===== src/rtl/booth_result_collector_if.sv =====
// booth_result_collector_if: beat input bus, product output handshake and status flags
interface booth_result_collector_if #(
   parameter int W     = 5,
   parameter int DEPTH = 4
);
   localparam int CW = $clog2(DEPTH) + 1;
   logic          done_in;
   logic          selout_in;
   logic [W-1:0]  data_in;
   logic          out_ready;
   logic          clr_err;
   logic [2*W-1:0] prod;
   logic          prod_valid;
   logic          mult_ok;
   logic [CW-1:0] count;
   logic          proto_err;
   logic          ovf_err;
   modport master (
      output done_in, selout_in, data_in, out_ready, clr_err,
      input  prod, prod_valid, mult_ok, count, proto_err, ovf_err
   );
   modport slave (
      input  done_in, selout_in, data_in, out_ready, clr_err,
      output prod, prod_valid, mult_ok, count, proto_err, ovf_err
   );
endinterface


===== src/rtl/booth_result_collector.sv =====
// booth_result_collector: joins lo/hi Booth result beats into 2W-bit products and queues them in a FWFT FIFO
module booth_result_collector #(
   parameter int W     = 5,
   parameter int DEPTH = 4
) (
   input logic                    clk,
   input logic                    rst,
   booth_result_collector_if.slave bus
);
   localparam int AW = $clog2(DEPTH);
   localparam int CW = AW + 1;
   typedef enum logic {IDLE, GOT_LO} state_t;
   state_t         state_q, state_d;
   logic [W-1:0]   lo_q, lo_d;
   logic [2*W-1:0] mem_q [DEPTH];
   logic [2*W-1:0] mem_d [DEPTH];
   logic [AW-1:0]  wr_q, wr_d, rd_q, rd_d;
   logic [CW-1:0]  count_q, count_d;
   logic           proto_q, proto_d, ovf_q, ovf_d;
   logic           push, pop, accept, proto_set;
   // beat sequencing: lo must be immediately followed by hi, anything else is a protocol error
   always_comb begin
      state_d   = state_q;
      lo_d      = lo_q;
      push      = 1'b0;
      proto_set = 1'b0;
      case (state_q)
         IDLE: begin
            if (bus.done_in && bus.selout_in) proto_set = 1'b1;
            else if (bus.done_in) begin
               lo_d    = bus.data_in;
               state_d = GOT_LO;
            end
         end
         GOT_LO: begin
            if (bus.done_in && bus.selout_in) begin
               push    = 1'b1;
               state_d = IDLE;
            end else if (bus.done_in) begin
               proto_set = 1'b1;
               lo_d      = bus.data_in;
            end else begin
               proto_set = 1'b1;
               lo_d      = '0;
               state_d   = IDLE;
            end
         end
         default: state_d = IDLE;
      endcase
   end
   // FIFO bookkeeping; a pop in the same cycle frees the slot a full-FIFO push needs
   always_comb begin
      pop     = (count_q != '0) && bus.out_ready;
      accept  = push && ((count_q < CW'(DEPTH)) || pop);
      mem_d   = mem_q;
      if (accept) mem_d[wr_q] = {bus.data_in, lo_q};
      wr_d    = accept ? wr_q + 1'b1 : wr_q;
      rd_d    = pop ? rd_q + 1'b1 : rd_q;
      count_d = count_q + CW'(accept) - CW'(pop);
      proto_d = (proto_q && !bus.clr_err) || proto_set;
      ovf_d   = (ovf_q && !bus.clr_err) || (push && !accept);
   end
   // control state with synchronous reset; a reset mid-assembly drops the partial product
   always_ff @(posedge clk) begin
      if (rst) begin
         state_q <= IDLE;
         lo_q    <= '0;
         wr_q    <= '0;
         rd_q    <= '0;
         count_q <= '0;
         proto_q <= 1'b0;
         ovf_q   <= 1'b0;
      end else begin
         state_q <= state_d;
         lo_q    <= lo_d;
         wr_q    <= wr_d;
         rd_q    <= rd_d;
         count_q <= count_d;
         proto_q <= proto_d;
         ovf_q   <= ovf_d;
      end
   end
   // storage needs no reset: it is only visible while count is non-zero
   always_ff @(posedge clk) begin
      mem_q <= mem_d;
   end
   assign bus.prod_valid = (count_q != '0);
   assign bus.prod       = bus.prod_valid ? mem_q[rd_q] : '0;
   assign bus.mult_ok    = (count_q + CW'(state_q == GOT_LO)) < CW'(DEPTH);
   assign bus.count      = count_q;
   assign bus.proto_err  = proto_q;
   assign bus.ovf_err    = ovf_q;
endmodule

===== src/flat_wrapper.sv =====
// flat-port wrapper written by rule: the top's interface ports become plain ports
module booth_result_collector_flat 
#(
   parameter int W     = 5,
   parameter int DEPTH = 4
)
  (clk, rst, bus_done_in, bus_selout_in, bus_data_in, bus_out_ready, bus_clr_err, bus_prod, bus_prod_valid, bus_mult_ok, bus_count, bus_proto_err, bus_ovf_err);
  booth_result_collector_if #(.W(W), .DEPTH(DEPTH)) bus_i ();
  input logic clk;
  input logic rst;
  input wire logic [$bits(bus_i.done_in)-1:0] bus_done_in;
  input wire logic [$bits(bus_i.selout_in)-1:0] bus_selout_in;
  input wire logic [$bits(bus_i.data_in)-1:0] bus_data_in;
  input wire logic [$bits(bus_i.out_ready)-1:0] bus_out_ready;
  input wire logic [$bits(bus_i.clr_err)-1:0] bus_clr_err;
  output wire logic [$bits(bus_i.prod)-1:0] bus_prod;
  output wire logic [$bits(bus_i.prod_valid)-1:0] bus_prod_valid;
  output wire logic [$bits(bus_i.mult_ok)-1:0] bus_mult_ok;
  output wire logic [$bits(bus_i.count)-1:0] bus_count;
  output wire logic [$bits(bus_i.proto_err)-1:0] bus_proto_err;
  output wire logic [$bits(bus_i.ovf_err)-1:0] bus_ovf_err;
  assign bus_i.done_in = bus_done_in;
  assign bus_i.selout_in = bus_selout_in;
  assign bus_i.data_in = bus_data_in;
  assign bus_i.out_ready = bus_out_ready;
  assign bus_i.clr_err = bus_clr_err;
  assign bus_prod = bus_i.prod;
  assign bus_prod_valid = bus_i.prod_valid;
  assign bus_mult_ok = bus_i.mult_ok;
  assign bus_count = bus_i.count;
  assign bus_proto_err = bus_i.proto_err;
  assign bus_ovf_err = bus_i.ovf_err;
  booth_result_collector #(.W(W), .DEPTH(DEPTH)) u_core (.clk(clk), .rst(rst), .bus(bus_i));
endmodule

===== config.mk =====
export PLATFORM = sky130hd
export DESIGN_NAME = booth_result_collector_flat
export DESIGN_NICKNAME = d
export VERILOG_FILES = /design/src/rtl/booth_result_collector_if.sv /design/src/rtl/booth_result_collector.sv /design/src/flat_wrapper.sv
export SDC_FILE = /design/constraint.sdc
export NUM_CORES = 1
export LEC_CHECK = 0
export ABC_CLOCK_PERIOD_IN_PS = 7100
export CORE_MARGIN = 2
export CORE_UTILIZATION = 30
export CTS_BUF_LIST = sky130_fd_sc_hd__clkbuf_8 sky130_fd_sc_hd__clkbuf_16
export CTS_CLUSTER_SIZE = 8
export DETAILED_ROUTE_END_ITERATION = 6
export DONT_BUFFER_PORTS = 1
export PLACE_DENSITY = 0.53
export REMOVE_ABC_BUFFERS = 1
export SETUP_SLACK_MARGIN = 0.15
export SYNTH_ARGS = -nofsm -noshare
export SYNTH_HDL_FRONTEND = slang
export SYNTH_SLANG_ARGS = --single-unit

===== constraint.sdc =====
create_clock -name clk -period 7.1 [get_ports clk]
set_clock_uncertainty 0.2 [all_clocks]
set_input_delay 2.13 -clock clk [delete_from_list [all_inputs] [get_ports clk]]
set_output_delay 2.13 -clock clk [all_outputs]
set_load 0.1 [all_outputs]

; ---- After elaboration in Yosys (flattened, before gate mapping)
; Cells that the tools add are included.
[op_classes]
add_sub_neg = 5
magnitude_cmp = 5
n_eq_ne = 3
n_mux = 17
bitwise_logic = 3
reduce_logical = 15
[ops]
columns = operator, count
row1 = 40-bit bitwise mux, 1
row2 = 10-bit 2-to-1 mux, 4
row3 = 10-bit binary-select mux with 2-bit select, 1
row4 = 10-bit demux with 2-bit select, 1
row5 = 5-bit 2-to-1 mux, 4
row6 = 5-bit case mux with 2 select lines, 1
row7 = 1-bit logical AND, 7
row8 = 3-bit by 1-bit adder with 3-bit output, 2
row9 = "3-bit >= comparator, second input constant", 2
row10 = "3-bit < comparator, second input constant", 2
row11 = "2-bit inequality test, second input constant", 3
row12 = 2-bit inverter with 3-bit output, 2
row13 = "2-bit by 1-bit adder with 2-bit output, second input constant", 2
row14 = 1-bit 2-to-1 mux, 4
row15 = 1-bit logical OR, 3
row16 = "3-bit by 1-bit < comparator with 1-bit output, second input constant", 1
row17 = 3-bit AND reduction, 1
row18 = 3-bit nonzero test, 1
row19 = 3-bit by 1-bit subtractor with 3-bit output, 1
row20 = 1-bit logical NOT, 2
row21 = 1-bit case mux with 2 select lines, 1
row22 = 2-bit OR reduction, 1
row23 = 1-bit inverter, 1
[totals]
ff_bits = 55
in_bits = 11
out_inout_bits = 17
elab_cells = 59

; ---- Logic depth before layout (Yosys ltp)
[depth]
ltp_word = 7
ltp_mapped = 11

; ---- Least setup slack after synthesis
; Ideal clock, no wire load.
[synth_timing]
kind = register to output
start = register u_core.count_q[2] (netlist: u_core.bus.count[2])
end = output bus_prod[0]
arrival_ns = 2.840
path_slack_ns = 1.930
path_stages_with_launch = 4
path_cell_list = dfxtp_1 nor3_1 buf_2 nor2b_1
[synth_via]
elab_chain_cells = 2
[synth_rtl]
columns = element, line_no
row1 = "start, declared", booth_result_collector.sv:18  ; logic [CW-1:0] count_q, count_d;
row2 = "start signal, assigned", booth_result_collector.sv:78  ; count_q <= count_d;
row3 = 3-bit nonzero test, booth_result_collector.sv:87  ; assign bus.prod_valid = (count_q != '0);
row4 = 10-bit 2-to-1 mux, booth_result_collector.sv:88  ; assign bus.prod = bus.prod_valid ? mem_q[rd_q] : '0;
row5 = "end, declared", flat_wrapper.sv:16  ; output wire logic [$bits(bus_i.prod)-1:0] bus_prod;
; Every way passes these cells.

; ---- Worst setup path in the final report
[layout_timing]
start = register u_core.count_q[1] (netlist: u_core.bus.count[1])
end = output bus_mult_ok
[layout_via]
elab_chain_cells = 2
[layout_rtl]
columns = element, line_no
row1 = 3-bit by 1-bit adder with 3-bit output, booth_result_collector.sv:89  ; assign bus.mult_ok = (count_q + CW'(state_q == GOT_LO)) < CW'(DEPTH);
row2 = 3-bit < comparator, booth_result_collector.sv:89
row3 = "end, declared", flat_wrapper.sv:18  ; output wire logic [$bits(bus_i.mult_ok)-1:0] bus_mult_ok;
; Every way passes these cells.

==> results.ini <==
[clocking]
cts_max_level=2
clk_path_buf_depth=2
cts_root_buffer=clkbuf_8
clk_pin_slew_worst_paths_ns=0.10
insertion_delay_ns=0.31
hold_buffers=0
cts_tree=yes
cts_setup_buffers=0
ctsResizeCount=0
clock_sinks=55
cts-buffers-inserted=5

[detailed_routing]
dr_total_vias=1164
postRouteAntennaNets=0
routed_wl_mm=4.23
drt_pre_antenna_iters=4
drtIter0Drc=46
drc_errors=0
wire_per_inst_um=16.7
viasPerCell=4.60

[global_route]
grtUsageTotal=0.107
grt_pass1_vias=1225
gr-total-overflow=0
antenna_found_initial=0
grt_pass1_wl_mm=6.54
grt_max_degree=18

[critical_path]
max_stage_delay_ns=1.11
cp.arrival_ns=2.64
crit_fanout=6
crit_path_end_kind=output port
worst_ep_required_time_ns=4.77
crit_path_start_kind=flop
criticalPathCategory=flop to output port
worstRegToRegCells=10
slowest_stage=dfxtp_1
cp_cell_sequence=nand3_1 -> xor2_2

[finish]
antenna_cells=0
final_util=0.343
postLayoutCellArea_sq_mm=0.00249
multi_input_area_sq_um=726
seq_area_sq_mm=0.00150
drive_gt1_frac=0.188
fillers=729
syn_to_final_growth_pct=10.3
fin_nets=172

[synth]
ys_seq_elements=55
syn_area_per_cell_sq_um=15.1
syn_inst=149
ys_types=25
syn_area_sq_mm=0.00226
yosysSeqAreaShare=0.665
yosys_warnings=0

[sta]
slew_headroom=0.224
setup-tns-final_ns=0
drv_slew=0
holdWs_ns=0.301
fin_crit_ns=4.97
max_freq_mhz=201
finalCritPeriodShare=0.700
worst_slew_pin_slew_ns=1.16
setup_violations=0
hold_viol_final=0
grt_setup_unrepaired=no

[hold_path]
whs_path_depth=0
hold_path.class=flop to flop

[floorplanning]
rows=31
fp.dieH_um=90.7
die_w_um=90.7
io_pins=28
die-area_sq_mm=0.00823
start_util=0.311
core_area_sq_mm=0.00725

[placed_design]
portBuffers=0
place_area_sq_mm=0.00240
hpwl_mm=2.88
gp_congestion=0.722

[status]
outcome=finished, final reports clean

[run]
max-cap-violations=0

[worst paths after layout]
path                              end  slack [ns]                 from
setup / recovery          bus_mult_ok        2.13  u_core.bus.count[1]
hold / removal        u_core.mem_q[0]        0.30       u_core.lo_q[0]
setup reg to reg  u_core.bus.count[2]        4.02  u_core.bus.count[1]
hold reg to reg       u_core.mem_q[0]        0.30       u_core.lo_q[0]
[state kept, by name, indices dropped and copies added, names as in the netlist]
name and flops:
u_core.bus.count 3, u_core.bus.ovf_err 1, u_core.bus.proto_err 1, u_core.lo_q 5, u_core.mem_q 40, u_core.rd_q 2
u_core.state_q 1, u_core.wr_q 2
[layout by cell type (no fill, tap or decap), types with 2 or more instances in the layout]
master,Yosys,layout
clkinv_4,0,2
nor2b_2,0,8
nand2_1,6,6
and2_1,2,2
mux4_1,2,2
xor2_1,3,2
ha_1,7,7
edfxtp_1,40,40
dfxtp_1,15,15
o21ai_0,8,8
inv_1,9,10
nor2b_4,2,2
and3_1,4,4
nand3_1,3,3
buf_4,0,2
nor2_1,7,7
clkbuf_8,0,5
mux4_2,8,8
nor2b_1,12,4
a21oi_1,9,9
[synth_stat cells]
| master | number | area (sq um) |
|---|---|---|
| nor2_1 | 7 | 26.3 |
| dfxtp_1 | 15 | 300 |
| edfxtp_1 | 40 | 1200 |
| mux4_2 | 8 | 180 |
| o31ai_1 | 1 | 7.51 |
| clkbuf_1 | 2 | 7.51 |
| nor2b_1 | 12 | 75.1 |
| nor2b_4 | 2 | 27.5 |
| fa_1 | 1 | 20.0 |
| nor3_1 | 2 | 10.0 |
| nand2b_1 | 1 | 6.26 |
| buf_6 | 1 | 11.3 |
| xor2_1 | 3 | 26.3 |
| a22oi_1 | 1 | 7.51 |
| and3_1 | 4 | 25.0 |
| o21ai_0 | 8 | 40.0 |
| or3_1 | 1 | 6.26 |
| inv_1 | 9 | 33.8 |
| a21oi_1 | 9 | 45.0 |
| and2_1 | 2 | 12.5 |
| buf_2 | 2 | 10.0 |
| mux4_1 | 2 | 52.6 |
| nand2_1 | 6 | 22.5 |
| nand3_1 | 3 | 15.0 |
| ha_1 | 7 | 87.6 |
[critical path, delay by kind of cell, from the launching register on]
| kind | cells | cell delay [ns] |
|---|---|---|
| xor+xnor | 1 | 0.96 |
| flops | 1 | 1.11 |
| simple gates | 1 | 0.27 |
[stage by stage]
step	std cells	worst slack, ns
after floorplan	144	1.83
after global placement	245	2.49
after detailed placement	245	2.46
after CTS	253	2.11
after global routing	253	2.01
final	253	2.13
[layout make-up]
type,instances,share of cell area
clock inverters,3,0.00854
clock buffers,5,0.0276
well taps,99,0.0497
inverters,9,0.0136
multi-input cells,80,0.291
flip-flops and latches,55,0.603
repair buffers,2,0.00603
[cell families (layout without fill, tap and decap cells)]
| group | Yosys count | after routing | synth area share |
|---|---|---|---|
| AOI/OAI and AO/OA | 19 | 19 | 0.0443 |
| xor gates and xnor gates | 3 | 3 | 0.0116 |
| adders and majority gates | 8 | 8 | 0.0477 |
| buffers and inverters | 14 | 19 | 0.0277 |
| DFF | 55 | 55 | 0.665 |
| muxes | 10 | 10 | 0.103 |
| and+or+nand+nor | 40 | 40 | 0.100 |
[metal layers]
metal | vias up | global-route usage | wire length, um
li1 | 550 | - | -
met1 | 571 | 0.124 | 1780
met2 | 36 | 0.175 | 2080
met3 | 7 | 0.0426 | 291
met4 | 0 | 0.0500 | 72
met5 | - | 0 | 0
Power is left out: the tool's default activity adds up to more than one toggle a clock period on the data nets, which glitch-free logic cannot reach.
